$ cat src/rtl/logic_unit_pkg.sv
// Shared opcode definitions for the registered logic unit.
// Operand A chaining is enabled by defining LU_CHAIN_EN.
package logic_unit_pkg;

  localparam int OP_W = 3;

  typedef enum logic [OP_W-1:0] {
    OP_AND    = 3'd0,
    OP_OR     = 3'd1,
    OP_NOT_A  = 3'd2,
    OP_XOR    = 3'd3,
    OP_XNOR   = 3'd4,
    OP_NAND   = 3'd5,
    OP_NOR    = 3'd6,
    OP_PASS_B = 3'd7
  } op_e;

endpackage

$ cat src/rtl/logic_unit_pipe_if.sv
// Input and output channels of logic_unit_pipe.
// in_chain exists only when LU_CHAIN_EN is defined.
interface logic_unit_pipe_if
  import logic_unit_pkg::*;
#(
  parameter int WIDTH = 8,
  parameter int CNT_W = 16
);

  logic             in_valid;
  logic             in_ready;
  logic [WIDTH-1:0] in_a;
  logic [WIDTH-1:0] in_b;
  logic [OP_W-1:0]  in_op;
`ifdef LU_CHAIN_EN
  logic             in_chain;
`endif
  logic             out_valid;
  logic             out_ready;
  logic [WIDTH-1:0] out_y;
  logic             out_zero;
  logic             out_parity;
  logic [CNT_W-1:0] op_count;

  modport master (
    output in_valid, in_a, in_b, in_op,
`ifdef LU_CHAIN_EN
    output in_chain,
`endif
    output out_ready,
    input  in_ready, out_valid, out_y, out_zero, out_parity, op_count
  );

  modport slave (
    input  in_valid, in_a, in_b, in_op,
`ifdef LU_CHAIN_EN
    input  in_chain,
`endif
    input  out_ready,
    output in_ready, out_valid, out_y, out_zero, out_parity, op_count
  );

endinterface

$ cat src/rtl/logic_unit_alu.sv
// Combinational eight-function bitwise unit; no state, no carries.
module logic_unit_alu
  import logic_unit_pkg::*;
#(
  parameter int WIDTH = 8
) (
  input  logic [WIDTH-1:0] a,
  input  logic [WIDTH-1:0] b,
  input  logic [OP_W-1:0]  op,
  output logic [WIDTH-1:0] y
);

  always_comb begin
    y = '0;
    case (op_e'(op))
      OP_AND:    y = a & b;
      OP_OR:     y = a | b;
      OP_NOT_A:  y = ~a;
      OP_XOR:    y = a ^ b;
      OP_XNOR:   y = ~(a ^ b);
      OP_NAND:   y = ~(a & b);
      OP_NOR:    y = ~(a | b);
      OP_PASS_B: y = b;
      default:   y = '0;
    endcase
  end

endmodule

$ cat src/rtl/logic_unit_pipe.sv
// Registered logic unit with one back-pressurable output stage, flags and a
// handshake counter. Define LU_CHAIN_EN to allow operand A to come from out_y.
module logic_unit_pipe
  import logic_unit_pkg::*;
#(
  parameter int WIDTH = 8,
  parameter int CNT_W = 16
) (
  input logic            clk,
  input logic            rst,
  logic_unit_pipe_if.slave bus
);

  logic             valid_q;
  logic [WIDTH-1:0] y_q;
  logic             zero_q;
  logic             parity_q;
  logic [CNT_W-1:0] count_q;

  logic             accept;
  logic             deliver;
  logic [WIDTH-1:0] op_a;
  logic [WIDTH-1:0] alu_y;

  // The output register frees up in the same cycle its result is consumed.
  assign bus.in_ready = !valid_q || bus.out_ready;
  assign accept       = bus.in_valid && bus.in_ready;
  assign deliver      = valid_q && bus.out_ready;

`ifdef LU_CHAIN_EN
  // Chaining reads the result register whether or not it has been consumed.
  assign op_a = bus.in_chain ? y_q : bus.in_a;
`else
  assign op_a = bus.in_a;
`endif

  logic_unit_alu #(.WIDTH(WIDTH)) u_alu (
    .a  (op_a),
    .b  (bus.in_b),
    .op (bus.in_op),
    .y  (alu_y)
  );

  always_ff @(posedge clk) begin
    if (rst) begin
      valid_q  <= 1'b0;
      y_q      <= '0;
      zero_q   <= 1'b1;
      parity_q <= 1'b0;
      count_q  <= '0;
    end else begin
      if (accept) begin
        valid_q  <= 1'b1;
        y_q      <= alu_y;
        zero_q   <= (alu_y == '0);
        parity_q <= ^alu_y;
      end else if (deliver) begin
        valid_q  <= 1'b0;
      end
      if (deliver) begin
        count_q <= count_q + 1'b1;
      end
    end
  end

  assign bus.out_valid  = valid_q;
  assign bus.out_y      = y_q;
  assign bus.out_zero   = zero_q;
  assign bus.out_parity = parity_q;
  assign bus.op_count   = count_q;

endmodule

$ cat src/flat_wrapper.sv
// flat-port wrapper written by rule: the top's interface ports become plain ports
module logic_unit_pipe_flat import logic_unit_pkg::*;
#(
  parameter int WIDTH = 8,
  parameter int CNT_W = 16
)
  (clk, rst, bus_in_valid, bus_in_a, bus_in_b, bus_in_op, bus_out_ready, bus_in_ready, bus_out_valid, bus_out_y, bus_out_zero, bus_out_parity, bus_op_count);
  logic_unit_pipe_if #(.WIDTH(WIDTH), .CNT_W(CNT_W)) bus_i ();
  input logic clk;
  input logic rst;
  input wire logic [$bits(bus_i.in_valid)-1:0] bus_in_valid;
  input wire logic [$bits(bus_i.in_a)-1:0] bus_in_a;
  input wire logic [$bits(bus_i.in_b)-1:0] bus_in_b;
  input wire logic [$bits(bus_i.in_op)-1:0] bus_in_op;
  input wire logic [$bits(bus_i.out_ready)-1:0] bus_out_ready;
  output wire logic [$bits(bus_i.in_ready)-1:0] bus_in_ready;
  output wire logic [$bits(bus_i.out_valid)-1:0] bus_out_valid;
  output wire logic [$bits(bus_i.out_y)-1:0] bus_out_y;
  output wire logic [$bits(bus_i.out_zero)-1:0] bus_out_zero;
  output wire logic [$bits(bus_i.out_parity)-1:0] bus_out_parity;
  output wire logic [$bits(bus_i.op_count)-1:0] bus_op_count;
  assign bus_i.in_valid = bus_in_valid;
  assign bus_i.in_a = bus_in_a;
  assign bus_i.in_b = bus_in_b;
  assign bus_i.in_op = bus_in_op;
  assign bus_i.out_ready = bus_out_ready;
  assign bus_in_ready = bus_i.in_ready;
  assign bus_out_valid = bus_i.out_valid;
  assign bus_out_y = bus_i.out_y;
  assign bus_out_zero = bus_i.out_zero;
  assign bus_out_parity = bus_i.out_parity;
  assign bus_op_count = bus_i.op_count;
  logic_unit_pipe #(.WIDTH(WIDTH), .CNT_W(CNT_W)) u_core (.clk(clk), .rst(rst), .bus(bus_i));
endmodule
$ cat config.mk
export PLATFORM = sky130hd
export DESIGN_NAME = logic_unit_pipe_flat
export DESIGN_NICKNAME = d
export VERILOG_FILES = /design/src/rtl/logic_unit_pkg.sv /design/src/rtl/logic_unit_pipe_if.sv /design/src/rtl/logic_unit_alu.sv /design/src/rtl/logic_unit_pipe.sv /design/src/flat_wrapper.sv
export SDC_FILE = /design/constraint.sdc
export NUM_CORES = 1
export LEC_CHECK = 0
export CAP_MARGIN = 20
export CORE_MARGIN = 2
export CORE_UTILIZATION = 46
export CTS_BUF_LIST = sky130_fd_sc_hd__clkbuf_8
export CTS_CLUSTER_SIZE = 30
export DETAILED_ROUTE_END_ITERATION = 6
export PLACE_DENSITY = 0.78
export SYNTH_ARGS = -nofsm -noshare
export SYNTH_HDL_FRONTEND = slang
export SYNTH_SLANG_ARGS = --single-unit
$ cat constraint.sdc
create_clock -name clk -period 2.46 [get_ports clk]
set_input_delay 0.246 -clock clk [delete_from_list [all_inputs] [get_ports clk]]
set_output_delay 0.246 -clock clk [all_outputs]
set_load 0.01 [all_outputs]
==> impl_metrics.toml <==
[routing]
first_pass_iters = 4
wl_per_cell_um = 13.56
drt-initial-drc-count = 109
drt-total-wl_um = 5480
ant_nets = 0
viasPerCell = 5.408
vias = 2185
post-route-drc-count = 0

[yosys]
syn-cell-area_um2 = 2100
synth_top_area_share_pct = 25.74
yosys.area.top_type = "dfxtp_1"
seq_area_frac_synth_pct = 25.74
synth_cell_type_count = 50
synth_edf_count = 0
synthFlopType = "dfxtp_1"
synthesis.nets = 309
ys_seq_elements = 27
postSynthAreaPerCell_um2 = 7.923
ys_warn_count = 0
async_flop_share_pct = 0
synth_area_leaders = "dfxtp_1 26%, ha_1 13%, mux2i_1 4.3%, inv_1 4.1%, nand2_1 3.9%"
synth_cells = 265

[floorplanning]
start_util_pct = 47.89
io_pins = 51
std_cell_rows = 24
die-area_um2 = 5121
die_h_um = 71.56
die_width_um = 71.56
core_area_um2 = 4384

[critical_path]
r2r_end = "u_core.bus.op_count[14]"
crit_arrival_ps = 2540
crit_path_end_kind = "flop"
ff2ff_setup_slack_ps = 630
critPathLaunchType = "input pin"
cp_max_fo = 3
crit_type = "input pin to flop"
r2r_start = "u_core.bus.op_count[0]"
r2r_cells = 5
cp.required_ps = 2660
startpoint = "bus_in_b[4]"

[hold_path]
holdPathEnd = "u_core.bus.out_y[4]"
hold_start = "u_core.bus.out_y[4]"
hold_depth = 2
min_path_type = "flop to flop"

[place]
port-buffer-count = 50
dp_hpwl_um = 4140
dp_slack_ps = -320.3
globalplace.congestion = 0.8127

[clocking]
clkTransAtPathRegs_ps = 90
tritoncts = "yes"
h-tree-depth = 1
clockBufferDepth = 2
cts_hold_buf = 0
clockRootBuffer = "clkbuf_8"
numCtsBuffers = 3
insertion_delay_ps = 270
clock-sinks = 27

[timing]
period_minus_slack_ps = 2343
hold_ws_ps = 461.5
setup_viol = 0
hold_violations = 0
finalClockSkew_ps = 0.9909
fin_crit_sh_pct = 95.26
slew_violations = 0
max_freq_mhz = 426.7
setup_slack_ps = 116.5
max_slew_margin_pct = 57.73
worst_pin_slew_ps = 634.0

[run_status]
status = "completed"

[flow_run]
cap_violations = 0

[finish]
drive_gt1_share_pct = 23.86
nets = 397
area_delta_synth_final_pct = 49.58
finish.utilization_pct = 71.63
n_fill_cell = 356
multi_input_area_um2 = 1549
antenna_cells = 0
regArea_um2 = 540.5

[pwr]
fin_total_pwr_uw = 1172
p_leak_uw = 0.001344
vdd_drop_max_mv = 0.1826
p_per_area_nw_per_um2 = 373.1

[global_route]
grt_usage_pct = 20.52
grt_pass1_vias = 2056
antenna_found_initial = 0
grt.overflow.total = 0
grt_pass1_wl_um = 8742
grt_start_max_net_pins = 18
how the worst max path moves through the flow:
| stage | endpoint | slack, ps | cells after the start |
|---|---|---|---|
| after floorplan | u_core.bus.out_parity | 230 | 11 |
| final | u_core.bus.out_parity | 120 | 12 |
| after detailed placement | u_core.bus.out_parity | -320 | 12 |
| after global routing | u_core.bus.out_parity | -40 | 12 |
| after CTS | u_core.bus.out_parity | 20 | 12 |
| after global placement | u_core.bus.out_parity | -260 | 12 |
power breakdown:
part | leakage, uW | switching (uW) | internal (uW)
clock network | 0.0000269 | 134 | 112
registers | 0.000220 | 13.8 | 456
logic | 0.00110 | 198 | 258
total | 0.00134 | 346 | 825
state kept, by name (all words and copies together), names as in the netlist:
register	count
u_core.bus.out_zero	1
u_core.bus.out_y	8
u_core.bus.out_valid	1
u_core.bus.op_count	16
u_core.bus.out_parity	1
placed cells by master (no fill, tap or decap), types with 9 or more instances in the layout:
cell / count
a21oi_1: 15
buf_4: 43
clkdlybuf4s50_1: 47
dfxtp_1: 27
ha_1: 16
inv_1: 24
mux2i_1: 9
nand2_1: 22
nor2_1: 22
nor3_1: 9
cell usage after synthesis (2+ instances only):
master     instances
clkbuf_1           7
o2bb2ai_1          2
nor2_1            22
and3b_1            2
mux2_2             3
nor4_1             2
nand3_1            6
dfxtp_1           27
nor3_1            10
a21oi_1           15
o31ai_1            4
inv_1             23
o21ai_0           10
or3_1              4
buf_2              3
o32ai_1            2
a211oi_1           2
a31oi_1            2
nor3b_1            2
a221oi_1           2
xnor2_1            6
nand4_1            3
ha_1              21
mux2i_1            9
nand2b_1           5
or2_2              9
nand2_1           22
nor2b_1           10
a31o_2             2
xor2_1             6
a32o_1             3
critical path: stages:
cell             delay, ps
clkdlybuf4s50_1        480
inv_1                   70
ha_4                   250
mux2_2                 260
o32ai_1                120
a21oi_1                100
or2_4                  280
ha_4                   250
xnor2_2                130
xnor2_1                150
nor2_1                  60
nor3_1                 150
cell type report:
class                           count  area share (%)
Multi-Input combinational cell    203           49.32
Timing Repair Buffer               94           27.09
Sequential cell                    27           17.21
Inverter                           24           2.869
Tap cell                           52           2.072
Clock buffer                        3           1.315
Clock inverter                      1          0.1195
routing by layer:
metal | vias to the layer above | routed length, um | GRT usage (%)
met4 | 0 | 46 | 5.241
li1 | 1112 | - | -
met3 | 4 | 237 | 1.828
met5 | - | 0 | 0
met1 | 1013 | 2345 | 26.65
met2 | 56 | 2850 | 36.52
what timing repair did:
action	in CTS	in global routing
pin swaps	2	9
endpoints found under the setup margin	1	1
resized for setup	2	23
hold endpoints to repair	0	0
buffers inserted	0	2
kinds of logic (layout without fill, tap and decap cells):
kind of cell               Yosys count  count (layout)  share of synthesized area [%]
and+or+nand+nor                    104             104                          26.34
adders and majority gates           21              21                          12.51
AOI/OAI and AO/OA                   53              53                          16.99
xor gates and xnor gates            12              12                          5.006
muxes                               13              13                          6.973
DFF                                 27              27                          25.75
buffers and inverters               35             122                          6.436
metrics by stage:
| step | instance area, um^2 | TNS, ps | instances |
|---|---|---|---|
| detailed placement | 2948 | -488.4 | 398 |
| finish | 3141 | 0 | 404 |
| global route | 3141 | -36.04 | 404 |
| CTS | 3012 | 0 | 402 |
| global placement | 2948 | -384.7 | 398 |
| floorplan | 2100 | 0 | 265 |
No activity file was read; power rests on OpenSTA's default activity.
